===== src/rtl/cnn_div_sdiv_30s_8s.sv =====
// Signed 30-bit by 8-bit sequential divider: radix-2 restoring core on the operand magnitudes,
// followed by a sign/saturation fix-up cycle and a one-cycle done pulse.
module cnn_div_sdiv_30s_8s #(
  parameter int unsigned ID         = 32'd1,
  parameter int unsigned NUM_STAGE  = 32'd32,
  parameter int unsigned din0_WIDTH = 32'd30,
  parameter int unsigned din1_WIDTH = 32'd8,
  parameter int unsigned dout_WIDTH = 32'd24
) (
  input  logic                  clk,
  input  logic                  reset,
  input  logic                  ce,
  input  logic                  start,
  input  logic [din0_WIDTH-1:0] din0,
  input  logic [din1_WIDTH-1:0] din1,
  output logic                  ready,
  output logic                  done,
  output logic [dout_WIDTH-1:0] dout,
  output logic [din1_WIDTH-1:0] rem,
  output logic                  ovf,
  output logic                  dbz
);

  localparam int unsigned CNT_W     = 5;
  localparam int unsigned NUM_BITS  = 30;
  localparam int unsigned MAG_W     = 31;

  typedef enum logic [1:0] {IDLE, CALC, FIX, DONE} state_t;

  state_t             state_q, state_d;
  logic [CNT_W-1:0]   cnt_q, cnt_d;
  logic               sign0_q, sign0_d, sign1_q, sign1_d;
  logic [MAG_W-1:0]   nmag_q, nmag_d;
  logic [7:0]         dmag_q, dmag_d;
  logic [7:0]         prem_q, prem_d;
  logic [23:0]        dout_q, dout_d;
  logic [7:0]         rem_q, rem_d;
  logic               ovf_q, ovf_d, dbz_q, dbz_d;
  logic               done_q, done_d, ready_q, ready_d;

  logic [MAG_W-1:0]   din0_ext;
  logic [8:0]         din1_ext;
  logic [8:0]         trial;
  logic               trial_ge;
  logic [7:0]         trial_diff;
  logic               unused_params;

  assign unused_params = ^{32'(ID), 32'(NUM_STAGE)};

  assign din0_ext   = {din0[29], din0};
  assign din1_ext   = {din1[7], din1};
  // Partial remainder stays below the divisor (<=128), so 9 bits hold the shifted trial value.
  assign trial      = {prem_q, nmag_q[29]};
  assign trial_ge   = trial >= {1'b0, dmag_q};
  assign trial_diff = trial[7:0] - dmag_q;

  always_comb begin
    state_d = state_q;
    cnt_d   = cnt_q;
    sign0_d = sign0_q;
    sign1_d = sign1_q;
    nmag_d  = nmag_q;
    dmag_d  = dmag_q;
    prem_d  = prem_q;
    dout_d  = dout_q;
    rem_d   = rem_q;
    ovf_d   = ovf_q;
    dbz_d   = dbz_q;

    unique case (state_q)
      IDLE: begin
        if (start) begin
          sign0_d = din0[29];
          sign1_d = din1[7];
          nmag_d  = din0[29] ? MAG_W'(31'd0 - din0_ext) : din0_ext;
          dmag_d  = 8'(din1[7] ? 9'd0 - din1_ext : din1_ext);
          prem_d  = 8'd0;
          cnt_d   = '0;
          state_d = (din1 == 8'd0) ? FIX : CALC;
        end
      end
      CALC: begin
        // Quotient bits shift in at the bottom while dividend bits leave from bit 29.
        prem_d = trial_ge ? trial_diff : trial[7:0];
        nmag_d = {1'b0, nmag_q[28:0], trial_ge};
        cnt_d  = cnt_q + CNT_W'(1);
        if (cnt_q == CNT_W'(NUM_BITS - 1)) state_d = FIX;
      end
      FIX: begin
        if (dmag_q == 8'd0) begin
          dbz_d  = 1'b1;
          ovf_d  = 1'b1;
          rem_d  = 8'd0;
          dout_d = sign0_q ? 24'h800000 : 24'h7FFFFF;
        end else begin
          dbz_d = 1'b0;
          rem_d = sign0_q ? 8'(8'd0 - prem_q) : prem_q;
          if (sign0_q ^ sign1_q) begin
            ovf_d  = nmag_q > 31'd8388608;
            dout_d = ovf_d ? 24'h800000 : 24'(31'd0 - nmag_q);
          end else begin
            ovf_d  = nmag_q > 31'd8388607;
            dout_d = ovf_d ? 24'h7FFFFF : 24'(nmag_q);
          end
        end
        state_d = DONE;
      end
      DONE: state_d = IDLE;
      default: state_d = IDLE;
    endcase

    done_d  = (state_d == DONE);
    ready_d = (state_d == IDLE);
  end

  always_ff @(posedge clk) begin
    if (reset) begin
      state_q <= IDLE;
      cnt_q   <= '0;
      sign0_q <= 1'b0;
      sign1_q <= 1'b0;
      nmag_q  <= '0;
      dmag_q  <= '0;
      prem_q  <= '0;
      dout_q  <= '0;
      rem_q   <= '0;
      ovf_q   <= 1'b0;
      dbz_q   <= 1'b0;
      done_q  <= 1'b0;
      ready_q <= 1'b1;
    end else if (ce) begin
      state_q <= state_d;
      cnt_q   <= cnt_d;
      sign0_q <= sign0_d;
      sign1_q <= sign1_d;
      nmag_q  <= nmag_d;
      dmag_q  <= dmag_d;
      prem_q  <= prem_d;
      dout_q  <= dout_d;
      rem_q   <= rem_d;
      ovf_q   <= ovf_d;
      dbz_q   <= dbz_d;
      done_q  <= done_d;
      ready_q <= ready_d;
    end
  end

  assign ready = ready_q;
  assign done  = done_q;
  assign dout  = dout_q;
  assign rem   = rem_q;
  assign ovf   = ovf_q;
  assign dbz   = dbz_q;

endmodule


===== config.mk =====
export PLATFORM = sky130hd
export DESIGN_NAME = cnn_div_sdiv_30s_8s
export DESIGN_NICKNAME = d
export VERILOG_FILES = /design/src/rtl/cnn_div_sdiv_30s_8s.sv
export SDC_FILE = /design/constraint.sdc
export NUM_CORES = 1
export LEC_CHECK = 0
export CAP_MARGIN = 30
export CORE_MARGIN = 5
export CORE_UTILIZATION = 50
export DETAILED_ROUTE_END_ITERATION = 8
export HOLD_SLACK_MARGIN = 0.02
export PLACE_DENSITY = 0.73
export SLEW_MARGIN = 20
export SYNTH_ARGS = -nofsm -noshare
export SYNTH_HDL_FRONTEND = slang
export SYNTH_SLANG_ARGS = --single-unit

===== constraint.sdc =====
create_clock -name clk -period 3.4 [get_ports clk]
set_input_delay 0.68 -clock clk [delete_from_list [all_inputs] [get_ports clk]]
set_output_delay 0.68 -clock clk [all_outputs]
set_load 0.05 [all_outputs]

== Word-level counts from Yosys, hierarchy flattened ==
Cells that the tools add are included.

* Output and inout port bits: 36
* Bits in registers: 92

* Magnitude comparators: 3
* Bitwise gates (word level): 1
* $add $sub $neg: 6
* Eq/ne operators: 6
* Reduce and logical (&&, ||, !) cells: 8
* Multiplexer cells: 23

{| class="wikitable"
|+ Operators by type and width
! cell !! count
|-
| $mux 24 || 5
|-
| $mux 31 || 2
|-
| $pmux 31 s2 || 1
|-
| $mux 8 || 5
|-
| $gt 31x23->1 const B || 1
|-
| $gt 31x24->1 const B || 1
|-
| $sub 1x30->31 const A || 1
|-
| $sub 1x24->24 const A || 1
|-
| $logic_not 8->1 || 2
|-
| $pmux 8 s2 || 1
|-
| $sub 1x8->8 const A || 2
|-
| $pmux 5 s2 || 1
|-
| $ge 9x8->1 || 1
|-
| $pmux 2 s4 || 1
|-
| $sub 8x8->8 || 1
|-
| $eq 2x2->1 const B || 3
|-
| $mux 2 || 3
|-
| $reduce_and 3->1 || 2
|-
| $add 5x1->5 const B || 1
|-
| $eq 5x5->1 const B || 1
|-
| $mux 5 || 1
|-
| $logic_not 2->1 || 2
|-
| $mux 1 || 3
|-
| $eq 2x1->1 const B || 1
|-
| 4 further kinds || 4
|}

== Depth between registers and ports, before layout ==
* Word-level depth: 5
* Gate-level depth with buffers: 10
* Depth with buffers taken out: 10

== Worst setup path before layout ==
Ideal clock, no wire load.

* Kind: input to register
* Start point: input port din0[17]
* End point: register nmag_q[29]
* Required time: 3,305 ps
* Stages: 6
* Setup slack: 605 ps
* Arrival: 2,700 ps
* Path buffers: 1
* Path through: or3_1 > or4_1 > clkbuf_1 > or3_1 > or4_1 > a221oi_1

* Cells in the longest elaborated chain, start to end: 4

{| class="wikitable"
|+ RTL lines
! item !! RTL line !! text
|-
| from (decl) || 14 || <nowiki>input logic [din0_WIDTH-1:0] din0,</nowiki>
|-
| $sub 1x30->31 || 75 || <nowiki>nmag_d = din0[29] ? MAG_W'(31'd0 - din0_ext) : din0_ext;</nowiki>
|-
| $mux 31 || 75 ||
|-
| $mux 31 || 72 || <nowiki>if (start) begin</nowiki>
|-
| $pmux 31 s2 || 70 || <nowiki>unique case (state_q)</nowiki>
|-
| to (signal assigned) || 136 || <nowiki>nmag_q <= nmag_d;</nowiki>
|-
| to (decl) || 33 || <nowiki>logic [MAG_W-1:0] nmag_q, nmag_d;</nowiki>
|}

Every way passes these cells. The select of a mux whose other input is x is not followed.
A chain may end at the register's enable or synchronous reset.

== Worst setup path after layout ==
* Start point: input port din0[15]
* End point: register nmag_q[29]

The elaborated chain is that of the path after synthesis.

==> run metrics <==
status complete, no violations; port buffer count between 70 and 80; routed vias slightly below 6000; Synth Warn # 0; Final ANT Viol Nets 0; Worst Max-Slew Pin Slew 0.9699 ns; via/cell ratio 6.053; Die Span X around 120 um; setup ws final approximately 0.56 ns; Area growth, synth to finish 19.67%; layout cells sized above 1 under 10%; VDD IR max between 200 and 250 uV; critical path class input pin to flop; Max Fanout on Critical Path 4; setup bufs post-CTS 0; Comb power frac a little over a quarter; Power Density between 400 and 500 mW/mm2; initial DRC count between 400 and 500; CP required around 3.6 ns; total CTS buffers 9; Critical Path End Type flop; Initial Util approximately half; sequential power share 41.9%; Post-Syn Nets 846; fin crit share 83.49%; launch point of the worst hold path done; Post-synth ARST share 0%; Hold Vio Cnt, Final 0; worst setup path end nmag_q[29]; Min-Delay Path Class flop to flop; max-slew violations 0; Sw Ratio a little under a third; Synth Flop Type dfxtp_1; clock sink total just over 90; die height approximately 120 um; # diodes 0; r2r startpoint nmag_q[0]; mapped cell area just under 0.006 mm2; Max Cap Violations 0; post-synthesis sequential area ratio 31.03%; Setup Skew about 0.0054 ns; Setup WS pre-CTS approximately 0.21 ns; Post-CTS Hold Buffers 0; Final min period 2.839 ns; slew margin rel. around a third; Die Area between 0.01 and 0.015 mm2; flop2flop setup slack 0.60 ns; HPWL Detailed 12220 um; Layout Nets 895; Netlist cell types 61; Final setup violation count 0; first-pass GRT wire length around 28000 um; Max Fclk about 0.35 GHz; CP Launch Type input pin; DRC violation count after routing 0; DR pass1 iterations 5; Pwr Total roughly 2800 uW; core area ~0.012 mm2; Fin Setup TNS 0 ns; NetSw slightly above 900 uW; Worst Reg-to-Reg Cells 8; Cells after Synth slightly below 800; clk buf depth 2; Tot GR Track Use between 20% and 30%; H-tree depth 3; crit path DAT ~3 ns; average size of a mapped cell about 7.5 um2; P_int slightly below 2000 uW; RSZ-0062 raised after global routing false; initial antenna violation count 0; static leakage roughly 0.0026 uW; DR WL/cell ~17 um; Reg clk slew, reported paths ~0.06 ns; Routability Congestion about 0.95; pin count of the biggest net entering global routing 39; Rows 39; worst-skew pair later-pin latency 0.34 ns; Post-synth EDFFs 0; vias in the first global route approximately 5700; CTS tree done; FF-to-FF End dout[20]; overflow left after global routing 0; clock share of power 31.0%; Seq cells post-synth 92; post_cts resized 0; # IOs a little under 80; Critical Path Start din0[15]; CTS root buf clkbuf_16; Post-Route WL 16340 um
[cells in the mapped netlist, drive strengths merged (5+ instances only)]
| cell | count | area share (%) |
|---|---|---|
| inv | 22 | 1.4 |
| a21oi | 71 | 6.0 |
| clkbuf | 56 | 3.5 |
| nor4 | 11 | 1.2 |
| nand4 | 13 | 1.4 |
| xnor2 | 39 | 5.8 |
| dfxtp | 92 | 31 |
| xor2 | 25 | 3.7 |
| a22oi | 10 | 1.3 |
| nor3 | 19 | 1.8 |
| o211ai | 5 | 0.63 |
| nand2 | 67 | 4.2 |
| ha | 15 | 3.2 |
| o41ai | 12 | 1.8 |
| mux2i | 6 | 1.0 |
| or4 | 17 | 2.3 |
| or3 | 11 | 1.2 |
| nor2 | 104 | 6.7 |
| a31oi | 7 | 0.74 |
| a21o | 6 | 0.76 |
| nand2b | 11 | 1.2 |
| o22ai | 13 | 1.4 |
| o21ai | 42 | 3.5 |
| nor2b | 5 | 0.53 |
| nand3 | 9 | 0.76 |
| and3 | 5 | 0.53 |
| buf | 7 | 0.61 |
| o31ai | 18 | 2.3 |
| a211oi | 16 | 2.0 |
| a211o | 6 | 0.89 |
[per-stage QoR]
stage,cells,util [%],hold slack (ns),cell area [um2]
after floorplan,788,-,0.4448,5936
after global placement,967,59.19,0.4598,6817
after detailed placement,969,59.50,0.4673,6852
after CTS,984,61.68,0.4760,7103
after global routing,984,61.68,0.5073,7103
final,984,61.68,0.4738,7103
[worst min path at each step]
| stage | endpoint | slack [ns] | cells past startpoint |
|---|---|---|---|
| global route | done | 0.51 | 2 |
| floorplan | nmag_q[30] | 0.44 | 1 |
| finish | done | 0.47 | 2 |
| detailed placement | done | 0.47 | 2 |
| global placement | done | 0.46 | 2 |
| CTS | done | 0.48 | 2 |
[registers in the layout, summed over array words and instances (netlist names)]
name,flops
cnt_q,5
dbz,1
dmag_q,8
done,1
dout,24
nmag_q,31
ovf,1
prem_q,8
ready,1
rem,8
sign0_q,1
sign1_q,1
state_q,2
[cell type report]
class | count | area [um2]
Timing Repair Buffer | 101 | 965.9
Multi-Input combinational cell | 611 | 3782
Clock inverter | 3 | 15.01
Inverter | 22 | 82.58
Sequential cell | 92 | 1842
Tap cell | 143 | 178.9
Clock buffer | 12 | 236.5
Fill cell | 1018 | 4413
[critical path: stages]
cell	delay [ns]
clkdlybuf4s50_1	0.46
or3_1	0.42
or4_1	0.43
or3_1	0.36
or4_1	0.50
a221oi_1	0.23
[per-layer routing]
metal / up-vias / share of wire, % / GRT usage [%]
li1: 2947 / - / -
met1: 2736 / 46 / 32.33
met2: 242 / 45 / 36.45
met3: 31 / 6.7 / 2.559
met4: 0 / 2.1 / 7.531
met5: - / 0 / 0
[power groups by stage]
stage | clock (uW) | combinational (uW) | sequential [uW]
3_5_place_dp | 0 | 756 | 1220
4_1_cts | 891 | 761 | 1190
2_1_floorplan | 0 | 565 | 1180
5_1_grt | 944 | 851 | 1200
6_report | 884 | 770 | 1190
3_3_place_gp | 0 | 729 | 1210
[cell usage in the layout, fill, tap and decap left out, types with 5 or more instances in the layout]
| cell type | n |
|---|---|
| xor2_1 | 25 |
| mux2i_1 | 6 |
| o41ai_1 | 12 |
| nor3_1 | 18 |
| and3_1 | 5 |
| o22ai_1 | 13 |
| nor2_1 | 103 |
| o31ai_1 | 18 |
| a211oi_1 | 16 |
| or4_1 | 15 |
| nor2b_1 | 5 |
| dfxtp_1 | 92 |
| nand2b_1 | 11 |
| xnor2_1 | 39 |
| ha_1 | 15 |
| nand2_1 | 67 |
| clkbuf_16 | 9 |
| inv_1 | 22 |
| nor4_1 | 10 |
| a21o_1 | 6 |
| a22oi_1 | 10 |
| o21ai_0 | 40 |
| a31oi_1 | 7 |
| a211o_1 | 6 |
| clkdlybuf4s50_1 | 76 |
| nand3_1 | 9 |
| nand4_1 | 13 |
| a21oi_1 | 71 |
| or3_1 | 11 |
| buf_4 | 23 |
| o211ai_1 | 5 |
[cells by family (layout without fill, tap and decap cells)]
kind of cell / Yosys count / count (layout) / synth area share, %
mux: 7 / 7 / 1.202
flops: 92 / 92 / 31.03
compound gates: 236 / 236 / 25.57
xor+xnor: 64 / 64 / 9.444
simple gates: 288 / 288 / 23.71
fa+ha+maj: 16 / 16 / 3.499
buf+inv: 85 / 138 / 5.544
Note: power is estimated with default switching activity, not from simulation.
